File: config.mk
export PLATFORM = sky130hd
export DESIGN_NAME = fp_mul_seq_flat
export DESIGN_NICKNAME = d
export VERILOG_FILES = /design/src/rtl/fp_mul_seq_pkg.sv /design/src/rtl/fp_mul_seq_if.sv /design/src/rtl/fp_mul_seq_mant.sv /design/src/rtl/fp_mul_seq.sv /design/src/flat_wrapper.sv
export SDC_FILE = /design/constraint.sdc
export NUM_CORES = 1
export LEC_CHECK = 0
export CAP_MARGIN = 5
export CORE_MARGIN = 8
export CORE_UTILIZATION = 45
export DETAILED_ROUTE_END_ITERATION = 8
export GPL_ROUTABILITY_DRIVEN = 0
export GPL_TIMING_DRIVEN = 0
export PLACE_DENSITY_LB_ADDON = 0.1
export SYNTH_ARGS = -nofsm -noshare
export SYNTH_HDL_FRONTEND = slang
export SYNTH_SLANG_ARGS = --single-unit
export TNS_END_PERCENT = 100
File: constraint.sdc
create_clock -name in_clk -period 5.75 [get_ports in_clk]
set_input_delay 1.15 -clock in_clk [delete_from_list [all_inputs] [get_ports in_clk]]
set_output_delay 1.15 -clock in_clk [all_outputs]
set_load 0.05 [all_outputs]
File: src/rtl/fp_mul_seq_pkg.sv
`default_nettype none
// ============================================================================
// Module : fp_mul_seq_pkg
// Brief  : Shared widths, biases, NaN constants and state encodings.
// Rev    : 1.0  initial release
// ============================================================================
package fp_mul_seq_pkg;

    localparam int DATA_WIDTH      = 64;
    localparam int EXP_WIDTH       = 11;
    localparam int MANT_WIDTH      = 52;
    localparam int SIG_WIDTH       = MANT_WIDTH + 1;
    localparam int PROD_WIDTH      = 2 * SIG_WIDTH;
    localparam int EXPC_WIDTH      = EXP_WIDTH + 2;
    localparam int CNT_WIDTH       = 6;

    localparam int SGL_EXP_WIDTH   = 8;
    localparam int SGL_MANT_WIDTH  = 23;
    localparam int SGL_SIG_WIDTH   = SGL_MANT_WIDTH + 1;

    localparam logic signed [EXPC_WIDTH-1:0] C_BIAS_DBL = 13'sd1023;
    localparam logic signed [EXPC_WIDTH-1:0] C_BIAS_SGL = 13'sd127;
    localparam logic signed [EXPC_WIDTH-1:0] C_EMAX_DBL = 13'sd2047;
    localparam logic signed [EXPC_WIDTH-1:0] C_EMAX_SGL = 13'sd255;

    localparam logic [EXP_WIDTH-1:0]     C_EXP_ONES_DBL = 11'h7FF;
    localparam logic [SGL_EXP_WIDTH-1:0] C_EXP_ONES_SGL = 8'hFF;

    localparam logic [DATA_WIDTH-1:0] C_QNAN_DBL = 64'h7FF8_0000_0000_0000;
    localparam logic [DATA_WIDTH-1:0] C_QNAN_SGL = 64'hFFFF_FFFF_7FC0_0000;
    localparam logic [31:0]           C_BOX      = 32'hFFFF_FFFF;

    localparam logic [1:0] S_IDLE = 2'd0;
    localparam logic [1:0] S_MULT = 2'd1;
    localparam logic [1:0] S_NORM = 2'd2;
    localparam logic [1:0] S_DONE = 2'd3;

    localparam logic [1:0] K_NORMAL = 2'd0;
    localparam logic [1:0] K_NAN    = 2'd1;
    localparam logic [1:0] K_ZERO   = 2'd2;
    localparam logic [1:0] K_INF    = 2'd3;

endpackage
`default_nettype wire

File: src/rtl/fp_mul_seq_if.sv
`default_nettype none
// ============================================================================
// Module : fp_mul_seq_if
// Brief  : Operand/result valid-ready bus of the sequential FP multiplier.
// Rev    : 1.0  initial release
// ============================================================================
interface fp_mul_seq_if;
    import fp_mul_seq_pkg::*;

    logic                  in_valid;
    logic                  out_ready;
    logic [DATA_WIDTH-1:0] in_numA;
    logic [DATA_WIDTH-1:0] in_numB;
    logic                  in_fmt;
    logic                  out_valid;
    logic                  in_ready;
    logic [DATA_WIDTH-1:0] out_result;

    modport master (
        output in_valid, in_numA, in_numB, in_fmt, in_ready,
        input  out_ready, out_valid, out_result
    );

    modport slave (
        input  in_valid, in_numA, in_numB, in_fmt, in_ready,
        output out_ready, out_valid, out_result
    );

endinterface
`default_nettype wire

File: src/rtl/fp_mul_seq_mant.sv
`default_nettype none
// ============================================================================
// Module : fp_mul_seq_mant
// Brief  : Radix-2 shift-add significand multiplier, one multiplier bit/cycle.
// Rev    : 1.0  initial release
// ============================================================================
module fp_mul_seq_mant
    import fp_mul_seq_pkg::*;
(
    input  wire logic                  clk,
    input  wire logic                  rst_n,
    input  wire logic                  start,
    input  wire logic                  dbl_sel,
    input  wire logic [SIG_WIDTH-1:0]  mant_a,
    input  wire logic [SIG_WIDTH-1:0]  mant_b,
    output logic      [PROD_WIDTH-1:0] product,
    output logic                       done
);

    logic [PROD_WIDTH-1:0] r_mcand;
    logic [SIG_WIDTH-1:0]  r_mplier;
    logic [PROD_WIDTH-1:0] r_prod;
    logic [CNT_WIDTH-1:0]  r_cnt;
    logic                  r_busy;
    logic                  r_dbl;
    logic [CNT_WIDTH-1:0]  w_last;

    assign w_last  = r_dbl ? CNT_WIDTH'(SIG_WIDTH - 1) : CNT_WIDTH'(SGL_SIG_WIDTH - 1);
    // done marks the cycle whose edge folds in the final multiplier bit
    assign done    = r_busy && (r_cnt == w_last);
    assign product = r_prod;

    always_ff @(posedge clk or negedge rst_n) begin
        if (!rst_n) begin
            r_mcand  <= '0;
            r_mplier <= '0;
            r_prod   <= '0;
            r_cnt    <= '0;
            r_busy   <= 1'b0;
            r_dbl    <= 1'b0;
        end else if (start) begin
            r_mcand  <= {{SIG_WIDTH{1'b0}}, mant_a};
            r_mplier <= mant_b;
            r_prod   <= '0;
            r_cnt    <= '0;
            r_busy   <= 1'b1;
            r_dbl    <= dbl_sel;
        end else if (r_busy) begin
            if (r_mplier[0]) begin
                r_prod <= r_prod + r_mcand;
            end
            r_mcand  <= r_mcand << 1;
            r_mplier <= r_mplier >> 1;
            r_cnt    <= r_cnt + 1'b1;
            if (done) begin
                r_busy <= 1'b0;
            end
        end
    end

endmodule
`default_nettype wire

File: src/rtl/fp_mul_seq.sv
`default_nettype none
// ============================================================================
// Module : fp_mul_seq
// Brief  : Iterative double/single FP multiplier with valid/ready handshake.
// Rev    : 1.0  initial release
// ============================================================================
module fp_mul_seq
    import fp_mul_seq_pkg::*;
(
    input  wire logic   in_clk,
    input  wire logic   in_rst_n,
    fp_mul_seq_if.slave bus
);

    logic [1:0]                   r_state;
    logic                         r_sign;
    logic                         r_dbl;
    logic [1:0]                   r_kind;
    logic signed [EXPC_WIDTH-1:0] r_exp;

    logic                         w_accept;
    logic                         w_dbl;
    logic [EXP_WIDTH-1:0]         w_ea;
    logic [EXP_WIDTH-1:0]         w_eb;
    logic                         w_any_ones;
    logic                         w_any_zero;
    logic                         w_sign;
    logic signed [EXPC_WIDTH-1:0] w_bias;
    logic signed [EXPC_WIDTH-1:0] w_emax_in;
    logic signed [EXPC_WIDTH-1:0] w_exp;
    logic [1:0]                   w_kind;
    logic [SIG_WIDTH-1:0]         w_mant_a;
    logic [SIG_WIDTH-1:0]         w_mant_b;
    logic                         w_start;
    logic [PROD_WIDTH-1:0]        w_prod;
    logic                         w_done;

    logic                         w_top;
    logic [MANT_WIDTH-1:0]        w_frac_dbl;
    logic [SGL_MANT_WIDTH-1:0]    w_frac_sgl;
    logic signed [EXPC_WIDTH-1:0] w_exp_n;
    logic signed [EXPC_WIDTH-1:0] w_emax_r;
    logic [1:0]                   w_kind_f;
    logic [DATA_WIDTH-1:0]        w_packed;
    logic                         w_unused_bits;

    assign bus.out_ready = (r_state == S_IDLE);
    assign w_accept      = bus.in_valid && (r_state == S_IDLE);

    // Operand unpack; single-precision fields live in the low word only
    assign w_dbl = bus.in_fmt;
    assign w_ea  = w_dbl ? bus.in_numA[62:52] : {3'b000, bus.in_numA[30:23]};
    assign w_eb  = w_dbl ? bus.in_numB[62:52] : {3'b000, bus.in_numB[30:23]};
    assign w_any_ones = w_dbl ? ((bus.in_numA[62:52] == C_EXP_ONES_DBL) || (bus.in_numB[62:52] == C_EXP_ONES_DBL))
                              : ((bus.in_numA[30:23] == C_EXP_ONES_SGL) || (bus.in_numB[30:23] == C_EXP_ONES_SGL));
    assign w_any_zero = (w_ea == '0) || (w_eb == '0);
    assign w_sign     = w_dbl ? (bus.in_numA[63] ^ bus.in_numB[63]) : (bus.in_numA[31] ^ bus.in_numB[31]);
    assign w_bias     = w_dbl ? C_BIAS_DBL : C_BIAS_SGL;
    assign w_emax_in  = w_dbl ? C_EMAX_DBL : C_EMAX_SGL;
    assign w_exp      = $signed({2'b00, w_ea}) + $signed({2'b00, w_eb}) - w_bias;

    assign w_mant_a = w_dbl ? {1'b1, bus.in_numA[MANT_WIDTH-1:0]}
                            : {{(SIG_WIDTH-SGL_SIG_WIDTH){1'b0}}, 1'b1, bus.in_numA[SGL_MANT_WIDTH-1:0]};
    assign w_mant_b = w_dbl ? {1'b1, bus.in_numB[MANT_WIDTH-1:0]}
                            : {{(SIG_WIDTH-SGL_SIG_WIDTH){1'b0}}, 1'b1, bus.in_numB[SGL_MANT_WIDTH-1:0]};

    always_comb begin
        w_kind = K_NORMAL;
        if (w_any_ones) begin
            w_kind = K_NAN;
        end else if (w_any_zero) begin
            w_kind = K_ZERO;
        end else if (w_exp >= w_emax_in) begin
            w_kind = K_INF;
        end else if (w_exp[EXPC_WIDTH-1] || (w_exp == '0)) begin
            w_kind = K_ZERO;
        end
    end

    assign w_start = w_accept && (w_kind == K_NORMAL);

    fp_mul_seq_mant u_mant (
        .clk     (in_clk),
        .rst_n   (in_rst_n),
        .start   (w_start),
        .dbl_sel (w_dbl),
        .mant_a  (w_mant_a),
        .mant_b  (w_mant_b),
        .product (w_prod),
        .done    (w_done)
    );

    // Normalise by at most one place and truncate
    assign w_top      = r_dbl ? w_prod[PROD_WIDTH-1] : w_prod[2*SGL_SIG_WIDTH-1];
    assign w_frac_dbl = w_top ? w_prod[104:53] : w_prod[103:52];
    assign w_frac_sgl = w_top ? w_prod[46:24]  : w_prod[45:23];
    assign w_exp_n    = r_exp + $signed({{(EXPC_WIDTH-1){1'b0}}, w_top});
    assign w_emax_r   = r_dbl ? C_EMAX_DBL : C_EMAX_SGL;
    assign w_kind_f   = ((r_kind == K_NORMAL) && (w_exp_n >= w_emax_r)) ? K_INF : r_kind;
    assign w_unused_bits = ^w_prod[22:0];

    always_comb begin
        w_packed = '0;
        case (w_kind_f)
            K_NAN:  w_packed = r_dbl ? C_QNAN_DBL : C_QNAN_SGL;
            K_ZERO: w_packed = r_dbl ? {r_sign, 63'd0} : {C_BOX, r_sign, 31'd0};
            K_INF:  w_packed = r_dbl ? {r_sign, C_EXP_ONES_DBL, {MANT_WIDTH{1'b0}}}
                                     : {C_BOX, r_sign, C_EXP_ONES_SGL, {SGL_MANT_WIDTH{1'b0}}};
            default: w_packed = r_dbl ? {r_sign, w_exp_n[EXP_WIDTH-1:0], w_frac_dbl}
                                      : {C_BOX, r_sign, w_exp_n[SGL_EXP_WIDTH-1:0], w_frac_sgl};
        endcase
    end

    always_ff @(posedge in_clk or negedge in_rst_n) begin
        if (!in_rst_n) begin
            r_state        <= S_IDLE;
            r_sign         <= 1'b0;
            r_dbl          <= 1'b0;
            r_kind         <= K_NORMAL;
            r_exp          <= '0;
            bus.out_valid  <= 1'b0;
            bus.out_result <= '0;
        end else begin
            case (r_state)
                S_IDLE: begin
                    if (w_accept) begin
                        r_sign  <= w_sign;
                        r_dbl   <= w_dbl;
                        r_kind  <= w_kind;
                        r_exp   <= w_exp;
                        r_state <= (w_kind == K_NORMAL) ? S_MULT : S_NORM;
                    end
                end
                S_MULT: begin
                    if (w_done) begin
                        r_state <= S_NORM;
                    end
                end
                S_NORM: begin
                    bus.out_result <= w_packed;
                    r_state        <= S_DONE;
                end
                S_DONE: begin
                    // First DONE cycle raises valid; the result then holds until taken
                    if (!bus.out_valid) begin
                        bus.out_valid <= 1'b1;
                    end else if (bus.in_ready) begin
                        bus.out_valid <= 1'b0;
                        r_state       <= S_IDLE;
                    end
                end
                default: r_state <= S_IDLE;
            endcase
        end
    end

endmodule
`default_nettype wire

File: src/flat_wrapper.sv
// flat-port wrapper written by rule: the top's interface ports become plain ports
module fp_mul_seq_flat import fp_mul_seq_pkg::*;
  (in_clk, in_rst_n, bus_in_valid, bus_in_numA, bus_in_numB, bus_in_fmt, bus_in_ready, bus_out_ready, bus_out_valid, bus_out_result);
  fp_mul_seq_if bus_i ();
  input  wire logic in_clk;
  input  wire logic in_rst_n;
  input wire logic [$bits(bus_i.in_valid)-1:0] bus_in_valid;
  input wire logic [$bits(bus_i.in_numA)-1:0] bus_in_numA;
  input wire logic [$bits(bus_i.in_numB)-1:0] bus_in_numB;
  input wire logic [$bits(bus_i.in_fmt)-1:0] bus_in_fmt;
  input wire logic [$bits(bus_i.in_ready)-1:0] bus_in_ready;
  output wire logic [$bits(bus_i.out_ready)-1:0] bus_out_ready;
  output wire logic [$bits(bus_i.out_valid)-1:0] bus_out_valid;
  output wire logic [$bits(bus_i.out_result)-1:0] bus_out_result;
  assign bus_i.in_valid = bus_in_valid;
  assign bus_i.in_numA = bus_in_numA;
  assign bus_i.in_numB = bus_in_numB;
  assign bus_i.in_fmt = bus_in_fmt;
  assign bus_i.in_ready = bus_in_ready;
  assign bus_out_ready = bus_i.out_ready;
  assign bus_out_valid = bus_i.out_valid;
  assign bus_out_result = bus_i.out_result;
  fp_mul_seq u_core (.in_clk(in_clk), .in_rst_n(in_rst_n), .bus(bus_i));
endmodule
==> reports/results.ini <==
[min_path]
min-delay-start = u_core.bus.out_result[24]
hp-class = flop to flop
hold_depth = 1
hold_end = u_core.bus.out_result[24]

[synthesis]
synth.most_common_cell = dfrtp_1
synth_top_family_by_area = compound AO/OA/AOI/OAI gates
synth_top_cell_by_area = dfrtp_1
synth_xor_area_share_pct = 3.758
ys.flop_type = dfrtp_1
synth-edff-count = 0
synth_compound_area_share_pct = 17.71
synth_largest_type_area_fraction_pct = 35.83
synth_adder_area_share_pct = 7.035
syn_inst = 2859
netlist_top_cells_count = dfrtp_1 (357), nor2_1 (321), nand2_1 (317), a21oi_1 (283), mux2i_1 (253)
syn_nets = 3131
synthArstFlopShare_pct = 100.0
ys_top_cells_by_area = dfrtp_1 (36%), mux2i_1 (10%), ha_1 (6.9%), a21oi_1 (5.7%), nor2_1 (4.8%)
netlist_area_um2 = 24940
synth_seq_area_share_pct = 35.83
synth.distinct_cells = 70
yosys.area_share.simple_pct = 16.11
postSynthAreaPerCell_um2 = 8.722
ys_warn_count = 0
ys_seq_elements = 357
synthMuxAreaShare_pct = 15.39

[timing]
max_slew.worst_pin.slew_ns = 1.290
final.period_utilization_pct = 103.6
setup_viol = 275
hold_viol_final = 0
min_period_ns = 5.957
report.final.slew_viol_count = 0
fmax_ghz = 0.1679
slew_headroom_pct = 13.99
rsz0062_at_grt = true
final.setup_skew_ns = 0.02429
layout_setup_ws_ns = -0.2072

[global_route]
grt_first_pass_wirelength_um = 130300
grt_max_degree = 101
grt_pass1_vias = 23330
grt-ovfl-total = 0
grt_antenna_before_repair = 4
grtUsageTotal_pct = 25.70

[critical_path]
arrival_ns = 6.42
max_stage_delay_ns = 0.46
required_ns = 6.21
worst-path-max-fanout = 5
ff2ff_path_depth = 21
crit_path_frequent_cell = buf_12
r2r-start = u_core.r_dbl
r2r-end = u_core.bus.out_result[25]
worstSetupStartpointType = input pin
crit_path_top_delay_cell = clkdlybuf4s50_1
path_cells = clkdlybuf4s50_1 > mux2_4 > ha_4 > fa_2 > a211o_1 > a21oi_2 > nor2_1 > xnor2_1 > ha_1 > a21o_1 > a21o_1 > a31o_2 > xnor2_2 > ha_1 > o21ai_1 > a21oi_1 > or3_1 > or3_4 > nor3_4 > buf_12 > buf_12 > buf_12 > buf_16 > mux2_4
timing.critical_path.from = bus_in_numB[52]
crit_type = input pin to flop
crit_family = compound AO/OA/AOI/OAI gates
cp_num_buf_inv = 5
cp-end-kind = flop
r2r_setup_slack_ns = 0.33

[clock_tree]
cts_tree = done
cts_num_sinks = 357
cts-root-buf = clkbuf_16
clk_latency_ns = 0.58
cts_hold_buf = 0
cts_htree_levels = 2
clkTransAtPathRegs_ns = 0.06
ctsLongestPathBuffers = 3
cts-buffers-inserted = 41

[power]
powerDensity_nw_per_um2 = 646.7
seqPwrFrac_pct = 23.1
power.switching_uw = 10030
clkPwrFrac_pct = 13.8
p_int_uw = 10180
switching_share_pct = 49.63
total_power_uw = 20210
ir_worst_vdd_mv = 0.2863
leakagePower_uw = 0.01304
combPwrFrac_pct = 63.1

[drt]
wire_per_inst_um = 21.74
firstDrtPassIters = 6
wl_um = 85830
vias = 23350
antenna_left = 0
drt-initial-drc-count = 2025
remaining_drc_errors = 0
viasPerCell = 5.915

[placed_design]
post-place-ws_ns = -1.897
dpl_cell_area_um2 = 28120
io_buffers = 198
dp_hpwl_um = 64690

[floorplan]
die_w_um = 251.4
core_area_um2 = 54990
rows = 86
io_pins = 199
start_util_pct = 45.35
die_h_um = 251.4
die_area_um2 = 63200

[job]
maxCapViolations = 0

[outcome]
violations = setup timing
status = finished, violations left

[layout]
design_area_um2 = 31240
drive_above_1_share_pct = 12.23
area_growth_pct = 25.29
finalNetCount = 3438
fin_util_pct = 56.82

per-layer routing:
layer | global-route usage [%] | vias to the layer above | part of all wire [%]
li1 | - | 10920 | -
met2 | 42.73 | 845 | 46
met5 | 0 | - | 0.015
met4 | 10.71 | 2 | 4.1
met1 | 32.46 | 11390 | 42
met3 | 5.122 | 200 | 7.6
power by group through the flow:
stage / Combinational (µW) / Clock [µW] / Sequential (µW)
after floorplan: 8090 / 0 / 4870
after global placement: 11600 / 0 / 4630
after detailed placement: 11800 / 0 / 4650
after CTS: 12100 / 2830 / 4620
after global routing: 13900 / 2940 / 4770
final: 12800 / 2790 / 4660
cell type report:
class                      instances  area [µm²]
inverter                          77       289.0
clock inverter                    17       197.7
multi-input combinational       2246       15610
antenna                            2       5.005
clock buffer                      58        1222
tap                              748       935.9
buffer                           176        1125
timing repair buffer             267        2923
fill                            4932       23740
sequential                       357        8934
logic make-up (layout without fill, tap and decap cells):
kind of cell | after synthesis | count (layout)
AOI/OAI and AO/OA | 720 | 720
xor gates and xnor gates | 107 | 107
adders and majority gates | 139 | 139
buffers and inverters | 256 | 595
DFF | 357 | 357
muxes | 369 | 369
other | 0 | 2
and+or+nand+nor | 911 | 911
how the worst max path moves through the flow:
stage | slack (ns) | to | cells after the start
global route | -0.37 | u_core.u_mant.r_mcand[1] | 28
detailed placement | -1.90 | u_core.u_mant.r_mcand[50] | 26
CTS | -0.09 | u_core.u_mant.r_mcand[15] | 28
floorplan | -0.31 | u_core.u_mant.r_mcand[0] | 25
finish | -0.21 | u_core.u_mant.r_mcand[1] | 24
global placement | -12.44 | u_core.u_mant.r_mplier[10] | 1
registers in the layout, indices dropped and copies added (netlist names):
signal                  count
u_core.u_mant.r_mplier     53
u_core.u_mant.r_mcand     106
u_core.r_state              2
u_core.bus.out_valid        1
u_core.u_mant.r_busy        1
u_core.r_kind               2
u_core.u_mant.r_cnt         6
u_core.u_mant.product     106
u_core.r_sign               1
u_core.u_mant.r_dbl         1
u_core.r_dbl                1
u_core.bus.out_result      64
u_core.r_exp               13
cell usage in the layout (no fill, tap or decap), drive strengths merged, types with 8 or more instances in the layout:
master,Yosys,layout
nand3,59,59
o22ai,24,24
and3,15,15
nand2,317,317
mux2i,253,253
ha,137,137
a21o,36,36
a21oi,283,283
clkdlybuf4s50,0,189
xnor2,64,64
or3,16,16
and2,13,13
nor2,321,321
dfrtp,357,357
a31oi,28,28
o21ai,138,138
clkbuf,136,206
o211ai,15,15
clkinv,1,11
xor2,43,43
o21a,19,19
inv,76,77
nor4,16,16
o22a,40,40
o21bai,31,31
nor2b,15,15
nand2b,8,8
nand4,65,65
a21boi,11,11
mux2,116,116
nor3,43,43
a211oi,39,39
buf,43,99
what timing repair did:
action,in CTS,in global routing
cloned,3,15
gates resized for setup,83,157
pin swaps,23,25
setup endpoints to repair,299,303
buffers inserted,36,14
worst reg2reg max path: stages (launching register included):
cell	delay, ns
dfrtp_1	0.52
clkbuf_2	0.32
clkbuf_2	0.33
mux2_2	0.38
ha_1	0.20
ha_1	0.22
nand2_1	0.08
nor2_1	0.07
and3_1	0.19
xor2_1	0.20
ha_1	0.27
nand4_1	0.07
nor3_1	0.05
a31o_2	0.25
a21o_1	0.17
a211o_1	0.30
nor2b_1	0.14
or3_1	0.31
clkbuf_1	0.19
clkbuf_1	0.32
a211oi_1	0.57
o22a_1	0.20
through the flow:
| stage | instances | TNS (ns) | hold WS (ns) |
|---|---|---|---|
| 3_5_place_dp | 3808 | -483.74 | 0.4887 |
| 6_report | 3948 | -28.03 | 0.4972 |
| 2_1_floorplan | 2859 | -61.38 | 0.4497 |
| 4_1_cts | 3919 | -2.152 | 0.5015 |
| 3_3_place_gp | 3805 | -4881.90 | 0.4756 |
| 5_1_grt | 3947 | -73.57 | 0.5167 |
Power figures use the tool's default switching activity.
